`src/rtl/fft_frame_sequencer.sv`:
```
// Buffers ADC samples in a FIFO and streams them to a streaming FFT core in
// FRAME_LEN-sample frames, then waits for the core's output frame before the next.
module fft_frame_sequencer #(
  parameter int unsigned FRAME_LEN  = 1024,
  parameter int unsigned FIFO_DEPTH = 16
) (
  input  logic        MCLK,
  input  logic        reset,
  input  logic [23:0] sample_in,
  input  logic        sample_valid,
  input  logic        sink_ready,
  output logic        sink_valid,
  output logic        sink_sop,
  output logic        sink_eop,
  output logic [23:0] sink_real,
  output logic [23:0] sink_imag,
  input  logic        source_valid,
  input  logic        source_sop,
  input  logic        source_eop,
  input  logic [1:0]  source_error,
  output logic        frame_done,
  output logic        overflow,
  output logic        fft_error,
  output logic [15:0] frame_count
);

  localparam int unsigned DW   = 24;
  localparam int unsigned AW   = $clog2(FIFO_DEPTH);
  localparam int unsigned CNTW = AW + 1;
  localparam int unsigned CW   = $clog2(FRAME_LEN);
  localparam logic [CW-1:0]   LAST     = CW'(FRAME_LEN - 1);
  localparam logic [CNTW-1:0] FULL_CNT = CNTW'(FIFO_DEPTH);

  typedef enum logic [1:0] {IDLE, STREAM, WAIT_OUT} state_t;

  // Reset asserts immediately, deasserts after two MCLK edges
  logic rst_meta_q, rst_sync_q, rst_n;
  always_ff @(posedge MCLK or negedge reset) begin
    if (!reset) begin
      rst_meta_q <= 1'b0;
      rst_sync_q <= 1'b0;
    end else begin
      rst_meta_q <= 1'b1;
      rst_sync_q <= rst_meta_q;
    end
  end
  assign rst_n = rst_sync_q;

  logic [DW-1:0]   mem_q [FIFO_DEPTH];
  logic [AW-1:0]   wr_ptr_q, wr_ptr_d, rd_ptr_q, rd_ptr_d;
  logic [CNTW-1:0] fifo_cnt_q, fifo_cnt_d;
  state_t          state_q, state_d;
  logic [CW-1:0]   cnt_q, cnt_d, out_cnt_q, out_cnt_d;
  logic            sink_valid_q, sink_valid_d, sink_sop_q, sink_sop_d, sink_eop_q, sink_eop_d;
  logic [DW-1:0]   sink_real_q, sink_real_d, head_d;
  logic            frame_done_q, frame_done_d, overflow_q, overflow_d, fft_error_q, fft_error_d;
  logic [15:0]     frame_count_q, frame_count_d;
  logic            fifo_full, xfer, wr_en;

  always_comb begin
    state_d       = state_q;
    cnt_d         = cnt_q;
    out_cnt_d     = out_cnt_q;
    overflow_d    = overflow_q;
    fft_error_d   = fft_error_q;
    frame_count_d = frame_count_q;
    frame_done_d  = 1'b0;
    sink_valid_d  = 1'b0;
    sink_sop_d    = 1'b0;
    sink_eop_d    = 1'b0;
    sink_real_d   = '0;

    fifo_full  = (fifo_cnt_q == FULL_CNT);
    xfer       = sink_valid_q && sink_ready;
    wr_en      = sample_valid && (!fifo_full || xfer);
    wr_ptr_d   = wr_ptr_q + AW'(wr_en);
    rd_ptr_d   = rd_ptr_q + AW'(xfer);
    fifo_cnt_d = fifo_cnt_q + CNTW'(wr_en) - CNTW'(xfer);
    // Head after this cycle's update; a write into an emptying FIFO becomes the head
    head_d     = (fifo_cnt_q == CNTW'(xfer)) ? sample_in : mem_q[rd_ptr_d];

    if (sample_valid && !wr_en) overflow_d = 1'b1;
    if (source_valid && (source_error != 2'b00)) fft_error_d = 1'b1;

    case (state_q)
      IDLE: begin
        if (fifo_cnt_q != '0) begin
          state_d = STREAM;
          cnt_d   = '0;
        end
      end
      STREAM: begin
        out_cnt_d = '0;
        if (xfer) cnt_d = cnt_q + CW'(1);
        if (xfer && (cnt_q == LAST)) begin
          state_d = WAIT_OUT;
        end else if (fifo_cnt_d != '0) begin
          sink_valid_d = 1'b1;
          sink_real_d  = head_d;
          sink_sop_d   = (cnt_d == '0);
          sink_eop_d   = (cnt_d == LAST);
        end
      end
      WAIT_OUT: begin
        if (source_valid) begin
          out_cnt_d = out_cnt_q + CW'(1);
          if ((source_sop && (out_cnt_q != '0)) || (source_eop && (out_cnt_q != LAST)))
            fft_error_d = 1'b1;
          if (source_eop) begin
            state_d       = IDLE;
            frame_done_d  = 1'b1;
            frame_count_d = frame_count_q + 16'd1;
          end
        end
      end
      default: state_d = IDLE;
    endcase
  end

  always_ff @(posedge MCLK) begin
    if (wr_en) mem_q[wr_ptr_q] <= sample_in;
  end

  always_ff @(posedge MCLK or negedge rst_n) begin
    if (!rst_n) begin
      state_q       <= IDLE;
      wr_ptr_q      <= '0;
      rd_ptr_q      <= '0;
      fifo_cnt_q    <= '0;
      cnt_q         <= '0;
      out_cnt_q     <= '0;
      sink_valid_q  <= 1'b0;
      sink_sop_q    <= 1'b0;
      sink_eop_q    <= 1'b0;
      sink_real_q   <= '0;
      frame_done_q  <= 1'b0;
      overflow_q    <= 1'b0;
      fft_error_q   <= 1'b0;
      frame_count_q <= '0;
    end else begin
      state_q       <= state_d;
      wr_ptr_q      <= wr_ptr_d;
      rd_ptr_q      <= rd_ptr_d;
      fifo_cnt_q    <= fifo_cnt_d;
      cnt_q         <= cnt_d;
      out_cnt_q     <= out_cnt_d;
      sink_valid_q  <= sink_valid_d;
      sink_sop_q    <= sink_sop_d;
      sink_eop_q    <= sink_eop_d;
      sink_real_q   <= sink_real_d;
      frame_done_q  <= frame_done_d;
      overflow_q    <= overflow_d;
      fft_error_q   <= fft_error_d;
      frame_count_q <= frame_count_d;
    end
  end

  assign sink_valid  = sink_valid_q;
  assign sink_sop    = sink_sop_q;
  assign sink_eop    = sink_eop_q;
  assign sink_real   = sink_real_q;
  assign sink_imag   = '0;
  assign frame_done  = frame_done_q;
  assign overflow    = overflow_q;
  assign fft_error   = fft_error_q;
  assign frame_count = frame_count_q;

endmodule

```
`config.mk`:
```
export PLATFORM = sky130hd
export DESIGN_NAME = fft_frame_sequencer
export DESIGN_NICKNAME = d
export VERILOG_FILES = /design/src/rtl/fft_frame_sequencer.sv
export SDC_FILE = /design/constraint.sdc
export NUM_CORES = 1
export LEC_CHECK = 0
export CORE_MARGIN = 4
export CORE_UTILIZATION = 51
export CTS_BUF_LIST = sky130_fd_sc_hd__clkbuf_8
export DETAILED_ROUTE_END_ITERATION = 10
export PLACE_DENSITY = 0.73
export SETUP_SLACK_MARGIN = 0.05
export SLEW_MARGIN = 5
export SYNTH_ARGS = -nofsm -noshare
export SYNTH_HDL_FRONTEND = slang
export SYNTH_SLANG_ARGS = --single-unit
```
`constraint.sdc`:
```
create_clock -name MCLK -period 2.8 [get_ports MCLK]
set_input_delay 0.28 -clock MCLK [delete_from_list [all_inputs] [get_ports MCLK]]
set_output_delay 0.28 -clock MCLK [all_outputs]
set_load 0.1 [all_outputs]
```
==> metrics.txt <==
WP data required=around 3.3 ns; core box area=36700 sq um; fin crit period=approximately 2.9 ns; Crit path max-delay family=adder cells; Worst Path Buf+Inv=5; Worst path depth=15; register area share after synthesis=71.7%; Setup Crit Path Kind=reg -> reg; CTS tree=yes; share of cells above drive strength 1=36.2%; hold slack final=around 0.36 ns; post-synthesis register bit count=467; post-synthesis xor/xnor area fraction=between 1.5 and 2%; Final Wtd Congestion=roughly 0.83; highest cell delay on the worst timing path=0.52 ns; Clk pwr share=20.9%; Overflow after GRT=0; final setup fails=27; Ports=103; vias per cell=5.80; Relative slew margins=49.6%; Post-route DRC=0; top post-synthesis cells by area=edfxtp_1 (61%), mux4_2 (11%), dfrtp_1 (11%); Total GRT Usage=a little over a fifth; Synth area leader=edfxtp_1; PnR worst setup slack=-0.129 ns; Pwr Density=1170 nW/um^2; clock sink count=467; post-synthesis adder-cell area fraction=less than 1%; combinational power share=about 46%; initial antenna violation count=1; Inserted Clock Buffers=75; worst reg2reg path depth=15; clock slew at reported path FFs=0.06 ns; synth unique cells=59; Switch Pwr=9.68 mW; Async SR Flop Fraction=17.8%; CP Cell Sequence=inv_2 -> ha_4 -> nor3b_4 -> nand3_2 -> nand2_2 -> o21ai_2 -> ha_2 -> inv_2 -> fa_2 -> inv_2 -> or3_4 -> o31ai_4 -> buf_6 -> clkbuf_16 -> nor3_1; root buffer cell=clkbuf_8; DRT Pass-1 Iters=5; most frequent CP cell=inv_2; Fillers=~2600; Via Count=roughly 10000; Synth Area in Compound Gates=4.44%; row count=70; Skew-Pair Late Insertion Delay=0.62 ns; Synth Area in Simple Gates=5.40%; status=finished, violations left; Area growth, synth to finish=20.6%; Worst Hold Class=reg -> reg; WHS Path Cells=0; drt total wl=41500 um; Initial DRC Count=about 750; unrepaired setup endpoints after global routing=yes; diode count=0; period utilization=105%; Sw Ratio=36.2%; critical path arrival=3.44 ns; CP endpoint kind=flip-flop; first-pass GRT wire length=between 60000 and 70000 um; Mean Syn Cell Area=about 18 sq um; Clock Skew=0.0325 ns; clk buf depth=3; die area=a little over 40000 sq um; Leakage Power=~8 nW; chip width=about 200 um; failing checks=negative setup slack; Post-synth EDFFs=between 300 and 400; Nets=1293; htree depth=3; dpl ws=-0.322 ns; number of global-route vias before repair=10700; share of the synthesized area in the top cell type=between 60% and 70%; slack of the worst reg-to-reg path=-0.13 ns; Post-Syn Area=~19000 sq um; initial core utilization=around half; pin count of the biggest net entering global routing=55; Syn Inst Count=1034; Crit-path slowest cell=fa_2; Crit Path Max Fanout=5; main combinational cell family by area after synthesis=multiplexers; die height=201 um; worst vdd ir=752 uV; Slew @ Worst Pin=0.755 ns; Detail Route Antenna Nets=0; f_max=between 300 and 400 MHz; top_reg_cell synth=edfxtp_1; Max Slew Vio Count=0; mux share of post-synthesis cell area=13.0%; type of origin of the critical path=flip-flop; sequential share of power=between 30% and 40%; max_cap viols=0; Yosys warnings=0; DP Wirelength=25200 um; final hold vios=0; Wirelength per Cell=23.5 um; Internal Power=17.1 mW; port bufs=78
==> cells in the mapped netlist, types with 15 or more instances <==
| cell type | instances |
|---|---|
| edfxtp_1 | 384 |
| mux4_2 | 96 |
| dfrtp_1 | 83 |
| nor2_1 | 37 |
| buf_2 | 31 |
| buf_4 | 30 |
| nand2_1 | 29 |
| nor2b_1 | 26 |
| nor3_1 | 26 |
| a211oi_1 | 25 |
| mux2_2 | 25 |
| o21ai_0 | 21 |
| xnor2_1 | 18 |
| nand3_1 | 17 |
| o22ai_2 | 17 |
| xor2_1 | 16 |
| inv_1 | 15 |
==> cell usage in the layout (no fill, tap or decap), types with 8 or more instances in the layout <==
| cell type | n |
|---|---|
| nor3_2 | 20 |
| nand2_1 | 28 |
| nor2_4 | 13 |
| clkinv_1 | 9 |
| buf_4 | 125 |
| xor2_1 | 15 |
| a21oi_1 | 12 |
| mux4_2 | 96 |
| clkinv_2 | 8 |
| a211oi_1 | 25 |
| conb_1 | 25 |
| buf_12 | 24 |
| nand4_1 | 8 |
| xnor2_1 | 17 |
| o22ai_1 | 8 |
| edfxtp_1 | 384 |
| nor2b_1 | 26 |
| clkbuf_8 | 84 |
| ha_1 | 9 |
| nor2_1 | 25 |
| nand3_1 | 15 |
| o21ai_0 | 20 |
| nor3_1 | 8 |
| dfrtp_1 | 81 |
| inv_1 | 32 |
| clkdlybuf4s50_1 | 32 |
| o22ai_2 | 17 |
| mux2_2 | 25 |
==> per-stage QoR <==
stage	cells	TNS, ns	instance area [sq um]	util [%]	power (mW)
floorplan	1057	-4.24	19200	-	17.2
global placement	1620	-7.51	21100	57.5	20.5
detailed placement	1620	-7.49	21100	57.5	20.8
CTS	1763	-1.10	22800	62.1	26.8
global route	1768	-4.71	22900	62.4	28.1
finish	1768	-2.73	22900	62.4	26.8
==> repair_timing <==
action                                  CTS  global route
hold buffers                              1             0
setup buffers                             9             4
hold endpoints to repair                  2             0
gates resized for setup                  27             9
pin swaps                                 5             4
gates cloned                              2             1
endpoints found under the setup margin   27           195
==> routing by layer <==
layer	track usage [%]	part of all wire [%]	up-vias
met5	0	0.017	-
met4	6.05	2.0	2
met3	4.60	6.6	78
met2	33.6	50	351
met1	29.0	42	5313
li1	-	-	4509
==> cell families (layout without fill, tap and decap cells) <==
kind of cell	Yosys count	in the layout
flip-flops	467	467
AND/OR/NAND/NOR	188	188
multiplexers	124	124
AO/OA/AOI/OAI	109	109
buffers and inverters	96	339
XOR/XNOR	34	34
adder cells (fa/ha/maj)	14	14
other	2	25
==> state kept, by name (all words and copies together), names as in the netlist <==
| register | flops |
|---|---|
| mem_q | 384 |
| sink_real | 24 |
| frame_count | 16 |
| cnt_q | 10 |
| out_cnt_q | 10 |
| fifo_cnt_q | 5 |
| rd_ptr_q | 4 |
| wr_ptr_q | 4 |
| state_q | 2 |
| fft_error | 1 |
| frame_done | 1 |
| overflow | 1 |
| rst_meta_q | 1 |
| rst_n | 1 |
| sink_eop | 1 |
| sink_sop | 1 |
| sink_valid | 1 |
==> final cells by class <==
type	instances	area, sq um	share of cell area, %
clock buffers	84	1160	5.05
clock inverters	47	282	1.23
inverters	17	66.3	0.290
multi-input cells	494	5310	23.2
flip-flops and latches	467	13600	59.4
well taps	468	586	2.56
repair buffers	191	1900	8.28
==> worst paths after layout <==
check,startpoint,to
min in group asynchronous,reset,rst_n
setup reg to reg,fifo_cnt_q[3],sink_real[21]
hold reg to reg,rst_meta_q,rst_n
max in group asynchronous,rst_n,out_cnt_q[4]
setup / recovery,fifo_cnt_q[3],sink_real[21]
hold / removal,rst_meta_q,rst_n
==> power groups by stage <==
| stage | combinational [mW] | clock (mW) | sequential [mW] |
|---|---|---|---|
| floorplan | 6.82 | 0 | 10.4 |
| global placement | 11.4 | 0 | 9.09 |
| detailed placement | 11.6 | 0 | 9.13 |
| CTS | 12.0 | 5.73 | 9.01 |
| global route | 12.9 | 6.09 | 9.08 |
| finish | 12.2 | 5.59 | 9.00 |
(Power assumes the default switching activity.)
